--- config.mk ---
export PLATFORM = sky130hd
export DESIGN_NAME = mux8_rr_arbiter_flat
export DESIGN_NICKNAME = d
export VERILOG_FILES = /design/src/rtl/mux8_rr_arbiter_if.sv /design/src/rtl/mux8_rr_arbiter.sv /design/src/flat_wrapper.sv
export SDC_FILE = /design/constraint.sdc
export NUM_CORES = 1
export LEC_CHECK = 0
export CORE_ASPECT_RATIO = 0.9
export CORE_UTILIZATION = 30
export CTS_BUF_LIST = sky130_fd_sc_hd__clkbuf_16
export DETAILED_ROUTE_END_ITERATION = 8
export PLACE_DENSITY = 0.51
export SLEW_MARGIN = 20
export SYNTH_ARGS = -nofsm -noshare
export SYNTH_HDL_FRONTEND = slang
export SYNTH_SLANG_ARGS = --single-unit
export TNS_END_PERCENT = 5
--- constraint.sdc ---
create_clock -name clk -period 5.6 [get_ports clk]
set_input_delay 0.84 -clock clk [delete_from_list [all_inputs] [get_ports clk]]
set_output_delay 0.84 -clock clk [all_outputs]
set_load 0.02 [all_outputs]
--- src/rtl/mux8_rr_arbiter_if.sv ---
// Requester-side bundle for the 8:1 round-robin arbiter; lock exists only with MUX8_ARB_LOCK_EN.
// master = requester/driver side, slave = arbiter side.
interface mux8_rr_arbiter_if;
  logic [7:0] req;
  logic [7:0] d_in;
`ifdef MUX8_ARB_LOCK_EN
  logic       lock;
`endif
  logic [2:0] sel;
  logic [7:0] grant;
  logic       gnt_valid;
  logic       d_out;

  modport master (
    output req, d_in,
`ifdef MUX8_ARB_LOCK_EN
    output lock,
`endif
    input  sel, grant, gnt_valid, d_out
  );

  modport slave (
    input  req, d_in,
`ifdef MUX8_ARB_LOCK_EN
    input  lock,
`endif
    output sel, grant, gnt_valid, d_out
  );
endinterface

--- src/rtl/mux8_rr_arbiter.sv ---
// Round-robin arbiter driving the 8:1 mux select; optional grant lock via MUX8_ARB_LOCK_EN.
// Latency: request sampled at edge N is granted after edge N; d_out is combinational from d_in.
// Backpressure: a requester keeps the grant while asserting req, up to HOLD_MAX cycles (unless locked).
module mux8_rr_arbiter #(
  parameter int HOLD_MAX = 8
) (
  input  logic             clk,
  input  logic             rst_n,
  mux8_rr_arbiter_if.slave bus
);

  localparam logic [7:0] HOLD_LIM = 8'(HOLD_MAX);

  typedef enum logic {IDLE, BUSY} state_t;

  state_t     state;
  logic [2:0] ptr;
  logic [2:0] sel_q;
  logic [7:0] grant_q;
  logic       vld_q;
  logic [7:0] hold_cnt;

  logic       lock_hold;
  logic [2:0] arb_start;
  logic       arb_hit;
  logic [2:0] arb_idx;
  logic       keep;

  // Scan a full lap starting at 'start'; lowest offset from start wins.
  function automatic logic [3:0] arb(input logic [7:0] r, input logic [2:0] start);
    logic [3:0] res;
    logic [2:0] idx;
    res = 4'd0;
    for (int i = 7; i >= 0; i--) begin
      idx = start + 3'(i);
      if (r[idx]) res = {1'b1, idx};
    end
    return res;
  endfunction

`ifdef MUX8_ARB_LOCK_EN
  assign lock_hold = bus.lock;
`else
  assign lock_hold = 1'b0;
`endif

  assign arb_start          = (state == BUSY) ? sel_q + 3'd1 : ptr;
  assign {arb_hit, arb_idx} = arb(bus.req, arb_start);
  assign keep               = bus.req[sel_q] && ((hold_cnt < HOLD_LIM) || lock_hold);

  always_ff @(posedge clk or negedge rst_n) begin
    if (!rst_n) begin
      state    <= IDLE;
      ptr      <= 3'd0;
      sel_q    <= 3'd0;
      grant_q  <= 8'd0;
      vld_q    <= 1'b0;
      hold_cnt <= 8'd0;
    end else begin
      case (state)
        IDLE: begin
          if (arb_hit) begin
            sel_q    <= arb_idx;
            grant_q  <= 8'd1 << arb_idx;
            vld_q    <= 1'b1;
            hold_cnt <= 8'd1;
            state    <= BUSY;
          end
        end
        BUSY: begin
          if (keep) begin
            // Saturates at the limit while locked.
            if (hold_cnt < HOLD_LIM) hold_cnt <= hold_cnt + 8'd1;
          end else begin
            ptr <= sel_q + 3'd1;
            if (arb_hit) begin
              sel_q    <= arb_idx;
              grant_q  <= 8'd1 << arb_idx;
              hold_cnt <= 8'd1;
            end else begin
              grant_q <= 8'd0;
              vld_q   <= 1'b0;
              state   <= IDLE;
            end
          end
        end
        default: state <= IDLE;
      endcase
    end
  end

  assign bus.sel       = sel_q;
  assign bus.grant     = grant_q;
  assign bus.gnt_valid = vld_q;
  assign bus.d_out     = vld_q & bus.d_in[sel_q];

endmodule

--- src/flat_wrapper.sv ---
// flat-port wrapper written by rule: the top's interface ports become plain ports
module mux8_rr_arbiter_flat 
#(
  parameter int HOLD_MAX = 8
)
  (clk, rst_n, bus_req, bus_d_in, bus_sel, bus_grant, bus_gnt_valid, bus_d_out);
  mux8_rr_arbiter_if bus_i ();
  input  logic clk;
  input  logic rst_n;
  input wire logic [$bits(bus_i.req)-1:0] bus_req;
  input wire logic [$bits(bus_i.d_in)-1:0] bus_d_in;
  output wire logic [$bits(bus_i.sel)-1:0] bus_sel;
  output wire logic [$bits(bus_i.grant)-1:0] bus_grant;
  output wire logic [$bits(bus_i.gnt_valid)-1:0] bus_gnt_valid;
  output wire logic [$bits(bus_i.d_out)-1:0] bus_d_out;
  assign bus_i.req = bus_req;
  assign bus_i.d_in = bus_d_in;
  assign bus_sel = bus_i.sel;
  assign bus_grant = bus_i.grant;
  assign bus_gnt_valid = bus_i.gnt_valid;
  assign bus_d_out = bus_i.d_out;
  mux8_rr_arbiter #(.HOLD_MAX(HOLD_MAX)) u_core (.clk(clk), .rst_n(rst_n), .bus(bus_i));
endmodule
==> summary.md <==
| Metric | Value |
|---|---|
| Setup crit start kind | `flip-flop` |
| Syn Area/Cell | `roughly 10 sq um` |
| Post-route setup slack | `1.77 ns` |
| DRC Markers | `0` |
| M1 GR Usage | `0.255` |
| Largest family of logic cells by synthesized area | `multiplexers` |
| RSZ-0062 raised after global routing | `no` |
| PortBufs | `30` |
| Fill count | `around 660` |
| Post-CTS sizing | `0` |
| Distinct cell type count after synthesis | `53` |
| Die Area | `0.00724 sq mm` |
| Adder-cell area share of the yosys netlist | `0.0242` |
| Core Box Area | `between 0.006 and 0.007 sq mm` |
| # rows | `28` |
| GRT Overall Usage | `0.161` |
| Worst Setup Path Type | `reg -> reg` |
| CP required | `approximately 5.7 ns` |
| CP max stage delay | `around 0.70 ns` |
| Global routing met3 resource utilization | `0.0346` |
| First-pass GRT wire length | `between 8000 and 9000 um` |
| Skew final | `approximately 0.0026 ns` |
| Worst-path maximum fanout | `14` |
| Rel. slew slack | `0.434` |
| Fin crit share | `0.685` |
| Multi-input logic area | `approximately 0.0014 sq mm` |
| Share of layout cells above drive strength 1 | `0.155` |
| # diodes | `0` |
| ANT nets after route | `0` |
| Post-Syn Instances | `around 210` |
| Clock Tree Buf Depth | `2` |
| Sink Count | `24` |
| Placer Congestion | `approximately 0.94` |
| Clk_lat worst skew | `about 0.25 ns` |
| DPL Wire Length | `4240 um` |
| Die Wd | `around 90 um` |
| Final nets | `about 260` |
| Final TNS setup | `0 ns` |
| Vias | `roughly 1800` |
| Final Routed Wirelength | `approximately 5500 um` |
| Most common cell after layout, fill and taps aside | `clkdlybuf4s50_1` |
| Slew @ Worst Pin | `approximately 0.83 ns` |
| GR Overflow Total | `0` |
| # IOs | `31` |
| Clock-pin transition on the worst setup and hold timing paths | `around 0.060 ns` |
| Initial DRC Count | `~130` |
| CP cell instances | `ha_1 > mux2_2 > inv_1 > ha_1 > xnor2_4 > mux2i_1 > o21ai_0 > a21oi_1 > a21o_1 > mux2i_1 > o21ai_0` |
| Critical-path top delay cell | `dfrtp_1` |
| Met2 usage in global routing | `0.223` |
| Post-Place Setup Slack | `roughly 1.8 ns` |
| Synth-to-layout area growth | `21.3%` |
| Post-Route Utilization | `0.379` |
| Antenna violations before repair | `0` |
| Hold_ws | `about 0.48 ns` |
| Post-synthesis xor/xnor area fraction | `0.0459` |
| Vias per std cell | `approximately 5.4` |
| Proportion of synthesized area in mux cells | `0.220` |
| Setup Viol. Count Final | `0` |
| Synth warn | `0` |
| Die H | `80.8 um` |
| Outcome | `finished, final reports clean` |
| Number of synthesized flops with an enable pin | `0` |
| Postcts setup bufs | `0` |
| Buf+Inv Stages, Crit Path | `1` |
| CTS tree | `yes` |
| Synth Cell Area | `~0.0021 sq mm` |
| Pre-Repair DR Iteration Count | `6` |
| H-Tree Level Count | `1` |
| DR WL/cell | `around 17 um` |
| Max_cap viols | `0` |
| Syn nets | `between 200 and 250` |
| Critical Path End Type | `flip-flop` |
| Total CTS buffers | `3` |
| Seq/Total Area, Yosys | `0.290` |
| CTS Root Cell | `clkbuf_16` |
| Largest net degree at the start of global routing | `25` |
| Vias in the first global route | `roughly 1700` |
| Min Tclk post-route | `between 3 and 4 ns` |
| Predominant post-synthesis flop cell | `dfrtp_1` |
| Synth async-reset ratio | `1.00` |
| Flop and latch count out of synthesis | `24` |
| GRT busiest layer | `met1` |
| Max Freq | `261 MHz` |
| Post-Synth Simple-Gate Area | `0.183` |
| Compound-Gate Fraction of Synth Area | `0.208` |
| Delay-heaviest family, CP | `multiplexers` |
| Worst EP arrival | `3.95 ns` |
| Initial core utilization | `0.313` |
| Hold Vio Cnt, Final | `0` |
| Post-cts hold buffer count | `0` |
| Sequential cell area | `around 600 sq um` |
| Slew Limit Fails | `0` |
| HP Class | `reg -> reg` |
| Most frequent cells in the layout | `clkdlybuf4s50_1 (29), dfrtp_1 (24), nand2_1 (20)` |
-- layout make-up --
class / count / share of cell area
sequential: 24 / 0.239
tap: 90 / 0.0448
timing repair buffer: 30 / 0.118
inverter: 4 / 0.00598
clock buffer: 3 / 0.0299
clock inverter: 1 / 0.00149
multi-input combinational: 176 / 0.561
-- sequential cells by signal, summed over array words and instances, names as in the netlist --
| name | count |
|---|---|
| u_core.bus.grant | 8 |
| u_core.hold_cnt | 8 |
| u_core.bus.sel | 3 |
| u_core.ptr | 3 |
| u_core.bus.gnt_valid | 1 |
| u_core.state | 1 |
-- routing by layer --
| layer | vias to the layer above | wire length [um] | part of all wire |
|---|---|---|---|
| met5 | - | 0 | 0 |
| met2 | 67 | 2270 | 0.41 |
| met4 | 0 | 26 | 0.0047 |
| met3 | 4 | 398 | 0.073 |
| li1 | 849 | - | - |
| met1 | 849 | 2780 | 0.51 |
-- stage by stage --
stage	std cells	instance area, sq um
after global placement	324	2440
after detailed placement	324	2430
after floorplan	212	2070
after CTS	328	2510
final	328	2510
after global routing	328	2510
-- path summary, 6_finish.rpt --
kind / from / endpoint / slack [ns] / cells after the start
hold reg to reg: u_core.hold_cnt[5] / u_core.hold_cnt[5] / 0.48 / 1
min in group asynchronous: rst_n / u_core.hold_cnt[2] / 0.56 / 1
hold / removal: u_core.hold_cnt[5] / u_core.hold_cnt[5] / 0.48 / 1
setup / recovery: u_core.bus.sel[0] / u_core.bus.sel[0] / 1.77 / 11
setup reg to reg: u_core.bus.sel[0] / u_core.bus.sel[0] / 1.77 / 11
max in group asynchronous: rst_n / u_core.bus.sel[0] / 4.68 / 1
-- synthesized netlist by cell type (3+ instances only) --
master / number / area [sq um]
dfrtp_1: 24 / 601
nand2_1: 20 / 75.1
mux2i_1: 18 / 180
o21ai_0: 17 / 85.1
mux2_2: 12 / 135
and2_1: 9 / 56.3
nor2_1: 9 / 33.8
a21oi_1: 8 / 40.0
nor3_1: 8 / 40.0
nand3_1: 7 / 35.0
a21o_1: 5 / 37.5
mux4_2: 5 / 113
a22o_1: 4 / 35.0
buf_4: 4 / 30.0
ha_1: 4 / 50.1
nand2b_1: 4 / 25.0
clkbuf_1: 3 / 11.3
inv_1: 3 / 11.3
-- worst reg2reg max path, stage by stage (launching register included) --
cell	delay (ns)
dfrtp_1	0.70
ha_1	0.36
mux2_2	0.37
inv_1	0.35
ha_1	0.39
xnor2_4	0.17
mux2i_1	0.24
o21ai_0	0.15
a21oi_1	0.19
a21o_1	0.17
mux2i_1	0.44
o21ai_0	0.16
-- logic make-up (layout without fill, tap and decap cells) --
logic type / count (synthesis) / after routing
AO/OA/AOI/OAI: 59 / 59
XOR/XNOR: 7 / 7
adder cells (fa/ha/maj): 4 / 4
buffers and inverters: 12 / 38
flip-flops: 24 / 24
multiplexers: 37 / 37
AND/OR/NAND/NOR: 69 / 69
Power is left out: the tool's default activity adds up to more than one toggle a clock period on the data nets, which glitch-free logic cannot reach.
